--- config.mk ---
export PLATFORM = sky130hd
export DESIGN_NAME = skinny_sbox8_cms1_sched_flat
export DESIGN_NICKNAME = d
export VERILOG_FILES = /design/src/rtl/skinny_sbox8_cms1_sched_if.sv /design/src/rtl/skinny_sbox8_cms1_sched.sv /design/src/flat_wrapper.sv
export SDC_FILE = /design/constraint.sdc
export NUM_CORES = 1
export LEC_CHECK = 0
export CAP_MARGIN = 20
export CORE_ASPECT_RATIO = 2
export CORE_MARGIN = 10
export CORE_UTILIZATION = 44
export CTS_CLUSTER_DIAMETER = 120
export DETAILED_ROUTE_END_ITERATION = 10
export PLACE_DENSITY = 0.88
export SETUP_SLACK_MARGIN = 0.5
export SYNTH_ARGS = -nofsm -noshare
export SYNTH_HDL_FRONTEND = slang
export SYNTH_SLANG_ARGS = --single-unit
export TNS_END_PERCENT = 20
--- constraint.sdc ---
create_clock -name clk -period 3.5 [get_ports clk]
set_input_delay 0.7 -clock clk [delete_from_list [all_inputs] [get_ports clk]]
set_output_delay 0.7 -clock clk [all_outputs]
set_load 0.03 [all_outputs]
--- src/rtl/skinny_sbox8_cms1_sched_if.sv ---
// Bundle of handshake and S-box signals between the CMS1 S-box sequencer and its neighbours.
// The slave modport is the sequencer's own view; master is the surrounding datapath/PRNG/S-box.
interface skinny_sbox8_cms1_sched_if;
  logic        in_valid;
  logic        in_ready;
  logic [7:0]  in_s0;
  logic [7:0]  in_s1;
  logic        rnd_valid;
  logic        rnd_ready;
  logic [31:0] rnd;
  logic [7:0]  sb_si0;
  logic [7:0]  sb_si1;
  logic [31:0] sb_r;
  logic [7:0]  sb_bo0;
  logic [7:0]  sb_bo1;
  logic        out_valid;
  logic        out_ready;
  logic [7:0]  out_s0;
  logic [7:0]  out_s1;
  logic        out_last;
  logic        busy;

  modport slave (
    input  in_valid, in_s0, in_s1, rnd_valid, rnd, sb_bo0, sb_bo1, out_ready,
    output in_ready, rnd_ready, sb_si0, sb_si1, sb_r, out_valid, out_s0, out_s1,
           out_last, busy
  );

  modport master (
    output in_valid, in_s0, in_s1, rnd_valid, rnd, sb_bo0, sb_bo1, out_ready,
    input  in_ready, rnd_ready, sb_si0, sb_si1, sb_r, out_valid, out_s0, out_s1,
           out_last, busy
  );
endinterface

--- src/rtl/skinny_sbox8_cms1_sched.sv ---
// Byte-serial sequencer for a shared 2-share CMS1 SKINNY S-box: latch byte, fetch randomness, hold, capture.
// Optional macro SKINNY_SBOX_ZERO_FLUSH_EN clears the S-box input registers on every capture edge.
module skinny_sbox8_cms1_sched #(
  parameter int SBOX_CYCLES     = 2,
  parameter int BYTES_PER_ROUND = 16
) (
  input  logic                            clk,
  input  logic                            rst,
  skinny_sbox8_cms1_sched_if.slave        bus
);

  localparam int CW = (BYTES_PER_ROUND > 1) ? $clog2(BYTES_PER_ROUND) : 1;
  localparam logic [CW-1:0] LAST_BYTE = CW'(BYTES_PER_ROUND - 1);
  localparam logic [3:0]    EVAL_INIT = 4'(SBOX_CYCLES - 1);

  typedef enum logic [1:0] {
    IDLE,
    RND,
    EVAL,
    OUT
  } state_t;

  state_t          r_state;
  state_t          w_state_next;

  logic [7:0]      r_si0;
  logic [7:0]      r_si1;
  logic [31:0]     r_r;
  logic [7:0]      r_out_s0;
  logic [7:0]      r_out_s1;
  logic            r_out_last;
  logic [CW-1:0]   r_byte_cnt;
  logic [3:0]      r_eval_cnt;

  logic            w_in_ready;
  logic            w_rnd_ready;
  logic            w_out_valid;
  logic            w_in_fire;
  logic            w_rnd_fire;
  logic            w_capture;
  logic            w_out_fire;

  always_ff @(posedge clk or posedge rst) begin
    if (rst) begin
      r_state <= IDLE;
    end else begin
      r_state <= w_state_next;
    end
  end

  // Only the handshake belonging to the current state can fire.
  always_comb begin
    w_state_next = r_state;
    w_in_ready   = 1'b0;
    w_rnd_ready  = 1'b0;
    w_out_valid  = 1'b0;
    w_in_fire    = 1'b0;
    w_rnd_fire   = 1'b0;
    w_capture    = 1'b0;
    w_out_fire   = 1'b0;
    case (r_state)
      IDLE: begin
        w_in_ready = 1'b1;
        if (bus.in_valid) begin
          w_in_fire    = 1'b1;
          w_state_next = RND;
        end
      end
      RND: begin
        w_rnd_ready = 1'b1;
        if (bus.rnd_valid) begin
          w_rnd_fire   = 1'b1;
          w_state_next = EVAL;
        end
      end
      EVAL: begin
        if (r_eval_cnt == 4'd0) begin
          w_capture    = 1'b1;
          w_state_next = OUT;
        end
      end
      OUT: begin
        w_out_valid = 1'b1;
        if (bus.out_ready) begin
          w_out_fire   = 1'b1;
          w_state_next = IDLE;
        end
      end
      default: begin
        w_state_next = IDLE;
      end
    endcase
  end

  always_ff @(posedge clk or posedge rst) begin
    if (rst) begin
      r_si0      <= '0;
      r_si1      <= '0;
      r_r        <= '0;
      r_out_s0   <= '0;
      r_out_s1   <= '0;
      r_out_last <= 1'b0;
      r_byte_cnt <= '0;
      r_eval_cnt <= '0;
    end else begin
      if (w_in_fire) begin
        r_si0 <= bus.in_s0;
        r_si1 <= bus.in_s1;
      end
      if (w_rnd_fire) begin
        r_r        <= bus.rnd;
        r_eval_cnt <= EVAL_INIT;
      end
      if ((r_state == EVAL) && !w_capture) begin
        r_eval_cnt <= r_eval_cnt - 4'd1;
      end
      if (w_capture) begin
        r_out_s0   <= bus.sb_bo0;
        r_out_s1   <= bus.sb_bo1;
        r_out_last <= (r_byte_cnt == LAST_BYTE);
`ifdef SKINNY_SBOX_ZERO_FLUSH_EN
        // Park the S-box on zeros so it never moves directly between two secret-dependent inputs.
        r_si0      <= '0;
        r_si1      <= '0;
        r_r        <= '0;
`endif
      end
      if (w_out_fire) begin
        r_byte_cnt <= (r_byte_cnt == LAST_BYTE) ? '0 : r_byte_cnt + CW'(1);
      end
    end
  end

  assign bus.in_ready  = w_in_ready;
  assign bus.rnd_ready = w_rnd_ready;
  assign bus.out_valid = w_out_valid;
  assign bus.busy      = (r_state != IDLE);
  assign bus.sb_si0    = r_si0;
  assign bus.sb_si1    = r_si1;
  assign bus.sb_r      = r_r;
  assign bus.out_s0    = r_out_s0;
  assign bus.out_s1    = r_out_s1;
  assign bus.out_last  = r_out_last;

endmodule

--- src/flat_wrapper.sv ---
// flat-port wrapper written by rule: the top's interface ports become plain ports
module skinny_sbox8_cms1_sched_flat 
#(
  parameter int SBOX_CYCLES     = 2,
  parameter int BYTES_PER_ROUND = 16
)
  (clk, rst, bus_in_valid, bus_in_s0, bus_in_s1, bus_rnd_valid, bus_rnd, bus_sb_bo0, bus_sb_bo1, bus_out_ready, bus_in_ready, bus_rnd_ready, bus_sb_si0, bus_sb_si1, bus_sb_r, bus_out_valid, bus_out_s0, bus_out_s1, bus_out_last, bus_busy);
  skinny_sbox8_cms1_sched_if bus_i ();
  input  logic clk;
  input  logic rst;
  input wire logic [$bits(bus_i.in_valid)-1:0] bus_in_valid;
  input wire logic [$bits(bus_i.in_s0)-1:0] bus_in_s0;
  input wire logic [$bits(bus_i.in_s1)-1:0] bus_in_s1;
  input wire logic [$bits(bus_i.rnd_valid)-1:0] bus_rnd_valid;
  input wire logic [$bits(bus_i.rnd)-1:0] bus_rnd;
  input wire logic [$bits(bus_i.sb_bo0)-1:0] bus_sb_bo0;
  input wire logic [$bits(bus_i.sb_bo1)-1:0] bus_sb_bo1;
  input wire logic [$bits(bus_i.out_ready)-1:0] bus_out_ready;
  output wire logic [$bits(bus_i.in_ready)-1:0] bus_in_ready;
  output wire logic [$bits(bus_i.rnd_ready)-1:0] bus_rnd_ready;
  output wire logic [$bits(bus_i.sb_si0)-1:0] bus_sb_si0;
  output wire logic [$bits(bus_i.sb_si1)-1:0] bus_sb_si1;
  output wire logic [$bits(bus_i.sb_r)-1:0] bus_sb_r;
  output wire logic [$bits(bus_i.out_valid)-1:0] bus_out_valid;
  output wire logic [$bits(bus_i.out_s0)-1:0] bus_out_s0;
  output wire logic [$bits(bus_i.out_s1)-1:0] bus_out_s1;
  output wire logic [$bits(bus_i.out_last)-1:0] bus_out_last;
  output wire logic [$bits(bus_i.busy)-1:0] bus_busy;
  assign bus_i.in_valid = bus_in_valid;
  assign bus_i.in_s0 = bus_in_s0;
  assign bus_i.in_s1 = bus_in_s1;
  assign bus_i.rnd_valid = bus_rnd_valid;
  assign bus_i.rnd = bus_rnd;
  assign bus_i.sb_bo0 = bus_sb_bo0;
  assign bus_i.sb_bo1 = bus_sb_bo1;
  assign bus_i.out_ready = bus_out_ready;
  assign bus_in_ready = bus_i.in_ready;
  assign bus_rnd_ready = bus_i.rnd_ready;
  assign bus_sb_si0 = bus_i.sb_si0;
  assign bus_sb_si1 = bus_i.sb_si1;
  assign bus_sb_r = bus_i.sb_r;
  assign bus_out_valid = bus_i.out_valid;
  assign bus_out_s0 = bus_i.out_s0;
  assign bus_out_s1 = bus_i.out_s1;
  assign bus_out_last = bus_i.out_last;
  assign bus_busy = bus_i.busy;
  skinny_sbox8_cms1_sched #(.SBOX_CYCLES(SBOX_CYCLES), .BYTES_PER_ROUND(BYTES_PER_ROUND)) u_core (.clk(clk), .rst(rst), .bus(bus_i));
endmodule
==> impl_metrics.yaml <==
logic_synthesis:
  synthCells: 196
  syn_area_per_cell_um2: 15.31
  synth-seq-area-share_pct: 62.55
  syn-num-nets: 271
  synth_area_leader_cell: "dfrtp_1"
  ys_warn_count: 0
  ys_types: 29
  synth_top_area_share_pct: 62.55
  synth_area_mm2: 0.003000
  ys_seq_elements: 75
  synthTopCellsByArea: "dfrtp_1 63%, mux2_2 24%, ha_1 2.5%, nand2_1 1.0%, a2111oi_4 0.92%"
clock_network:
  clock-sinks: 75
  cts_tree: "built"
  postCtsSetupBuffers: 0
  clk_pin_slew_worst_paths_ns: 0.05
  cts_max_path_buffers: 2
  cts_max_level: 3
  cts_buffers: 9
  cts_root_buf: "clkbuf_16"
  cts_resized: 0
  holdBufCountCts: 0
  clk_latency_ns: 0.33
cells_and_area:
  layout.nets: 415
  syn2layout_area_growth_pct: 59.09
  drive_above_1_share_pct: 24.93
  nFillCells: 468
  final-instance-count-excl-fill: 433
  diodes: 0
sta:
  timing.setup.tns_ns: 0
  finClkSkew_ns: 0.002816
  rsz0062_at_grt: "false"
  tightest_slew_ns: 0.6654
  min_period_ns: 2.502
  min_period_over_period_pct: 71.50
  slew_headroom_pct: 55.54
  slew_viol_final: 0
  setup_viol: 0
  max_freq_mhz: 399.6
  hold_violations: 0
critical_path:
  reg2reg_slack_ns: 1.47
  startpoint_type: "flip-flop"
  cp_max_fo: 5
  crit_path_max_incr_delay_ns: 0.71
  cp_num_buf_inv: 2
  crit_chain: "inv_1 -> ha_1 -> clkdlybuf4s50_1"
  critPathSlowestCell: "clkdlybuf4s50_1"
  cp-end-kind: "output port"
  cpLargestDelayFamily: "buffers and inverters"
  critPathArrivalTime_ns: 1.80
  crit_required_ns: 2.80
  critPathKind: "flip-flop to output port"
power_and_ir_drop:
  netSwitchingFraction_pct: 38.98
  p_clk_share_pct: 16.8
  share_comb_of_total_power_pct: 52.4
  powerDensity_mw_per_mm2: 1054
  intPower_w: 0.003070
  seqPwrFrac_pct: 30.8
  vdd_drop_max_v: 0.0006190
  leakagePower_nw: 2.027
  switchingPower_w: 0.001961
job:
  max-cap-violations: 0
routing:
  wl_per_cell_um: 19.04
  vias: 2139
  wl_um: 8244
  drt_iter0_drc: 68
  ant_nets: 0
  dr.pass1.iters: 4
  vias_per_cell: 4.940
  remaining_drc_errors: 0
die:
  dieArea_mm2: 0.01072
  coreArea_mm2: 0.006621
  pin_count: 138
  rows: 42
  fp.dieH_um: 136.8
  die_w_um: 78.39
  initial_core_util_pct: 45.31
grt:
  grt.total_usage_pct: 15.74
  grt_pass1_wl_um: 12950
  antenna_found_initial: 0
  first_global_vias: 2433
  grt_max_degree: 47
  grt-ovfl-total: 0
outcome:
  outcome: "completed"
placement:
  placedCellCount: 417
  io_buffer_count: 137
  hpwl_um: 6530
  gp_congestion: 0.7382
hold_path:
  worstHoldPathType: "flip-flop to flip-flop"
-- cell usage in the layout (no fill, tap or decap), drive strengths merged --
cell	n
a2111oi	1
a21o	1
a21oi	1
a221oi	1
a311oi	1
a31oi	1
buf	3
clkbuf	14
clkdlybuf4s50	137
clkinv	2
dfrtp	75
ha	6
inv	7
mux2	66
mux2i	2
nand2	8
nand3	2
nand3b	1
nand4	1
nand4b	1
nor2	1
nor2b	3
nor3	1
nor4bb	1
o211ai	1
o21ai	3
o31ai	1
or3b	1
xnor2	2
-- metal layers --
layer  global-route usage (%)  routed length (um)  up-vias
li1                         -                   -      975
met1                    13.95                2510     1074
met2                    30.24                5031       73
met3                    4.599                 471       17
met4                    8.717                 231        0
met5                        0                   0        -
-- power by group through the flow --
stage / logic [W] / clock network, W / registers, W
6_report: 0.00264 / 0.000843 / 0.00155
5_1_grt: 0.00279 / 0.000891 / 0.00160
4_1_cts: 0.00268 / 0.000858 / 0.00155
3_5_place_dp: 0.00267 / 0 / 0.00156
3_3_place_gp: 0.00262 / 0 / 0.00153
2_1_floorplan: 0.000806 / 0 / 0.00228
-- stage by stage --
step	setup slack, ns	hold WS, ns	utilization [%]	area (um^2)	power, W
floorplan	0.8900	0.4671	-	3000	0.003090
global placement	1.317	0.4877	67.95	4499	0.004143
detailed placement	1.299	0.4913	67.95	4499	0.004230
CTS	0.9898	0.5038	72.09	4773	0.005093
global route	0.9049	0.5118	72.09	4773	0.005283
finish	0.9975	0.5025	72.09	4773	0.005031
-- registers in the layout (all words and copies together), names as in the netlist --
name / flops
u_core.r_byte_cnt: 4
u_core.bus.out_s0: 8
u_core.r_eval_cnt: 4
u_core.bus.out_last: 1
u_core.bus.sb_r: 32
u_core.bus.out_s1: 8
u_core.bus.sb_si0: 8
u_core.r_state: 2
u_core.bus.sb_si1: 8
-- final cells by class --
cell class / instances / area, um^2 / area share, %
tap: 88 / 110.1 / 2.307
inverter: 7 / 26.28 / 0.5505
sequential: 75 / 1877 / 39.32
clock buffer: 14 / 264.0 / 5.531
timing repair buffer: 140 / 1406 / 29.46
clock inverter: 2 / 10.01 / 0.2097
multi-input combinational: 107 / 1080 / 22.62
-- path summary, 6_finish.rpt --
check                                   start                   end  depth (start not counted)
min reg2reg                u_core.bus.sb_r[1]    u_core.bus.sb_r[1]                          1
max                         u_core.r_state[0]          bus_in_ready                          3
max reg2reg                 u_core.r_state[0]  u_core.bus.out_s0[0]                          5
min                        u_core.bus.sb_r[1]    u_core.bus.sb_r[1]                          1
max in group asynchronous                 rst  u_core.bus.sb_si1[6]                          3
min in group asynchronous                 rst   u_core.bus.sb_r[23]                          2
-- synth_stat cells --
master	instances
a2111oi_4	1
a21o_1	1
a21oi_1	1
a221oi_1	1
a311oi_1	1
a31oi_1	1
buf_2	2
buf_4	1
clkbuf_1	4
dfrtp_1	75
ha_1	6
inv_1	7
mux2_2	65
mux2_4	1
mux2i_1	2
nand2_1	8
nand3_1	2
nand3b_1	1
nand4_1	1
nand4b_1	1
nor2_1	1
nor2b_1	3
nor3_1	1
nor4bb_1	1
o211ai_1	1
o21ai_0	3
o31ai_1	1
or3b_4	1
xnor2_1	2
-- cells by family after synthesis --
group | after synthesis | synth area share (%)
flip-flops | 75 | 62.55
multiplexers | 68 | 25.56
AND/OR/NAND/NOR | 20 | 3.712
buffers and inverters | 14 | 1.960
AO/OA/AOI/OAI | 11 | 3.128
adder cells (fa/ha/maj) | 6 | 2.502
XOR/XNOR | 2 | 0.5839
Note: power is estimated with default switching activity, not from simulation.
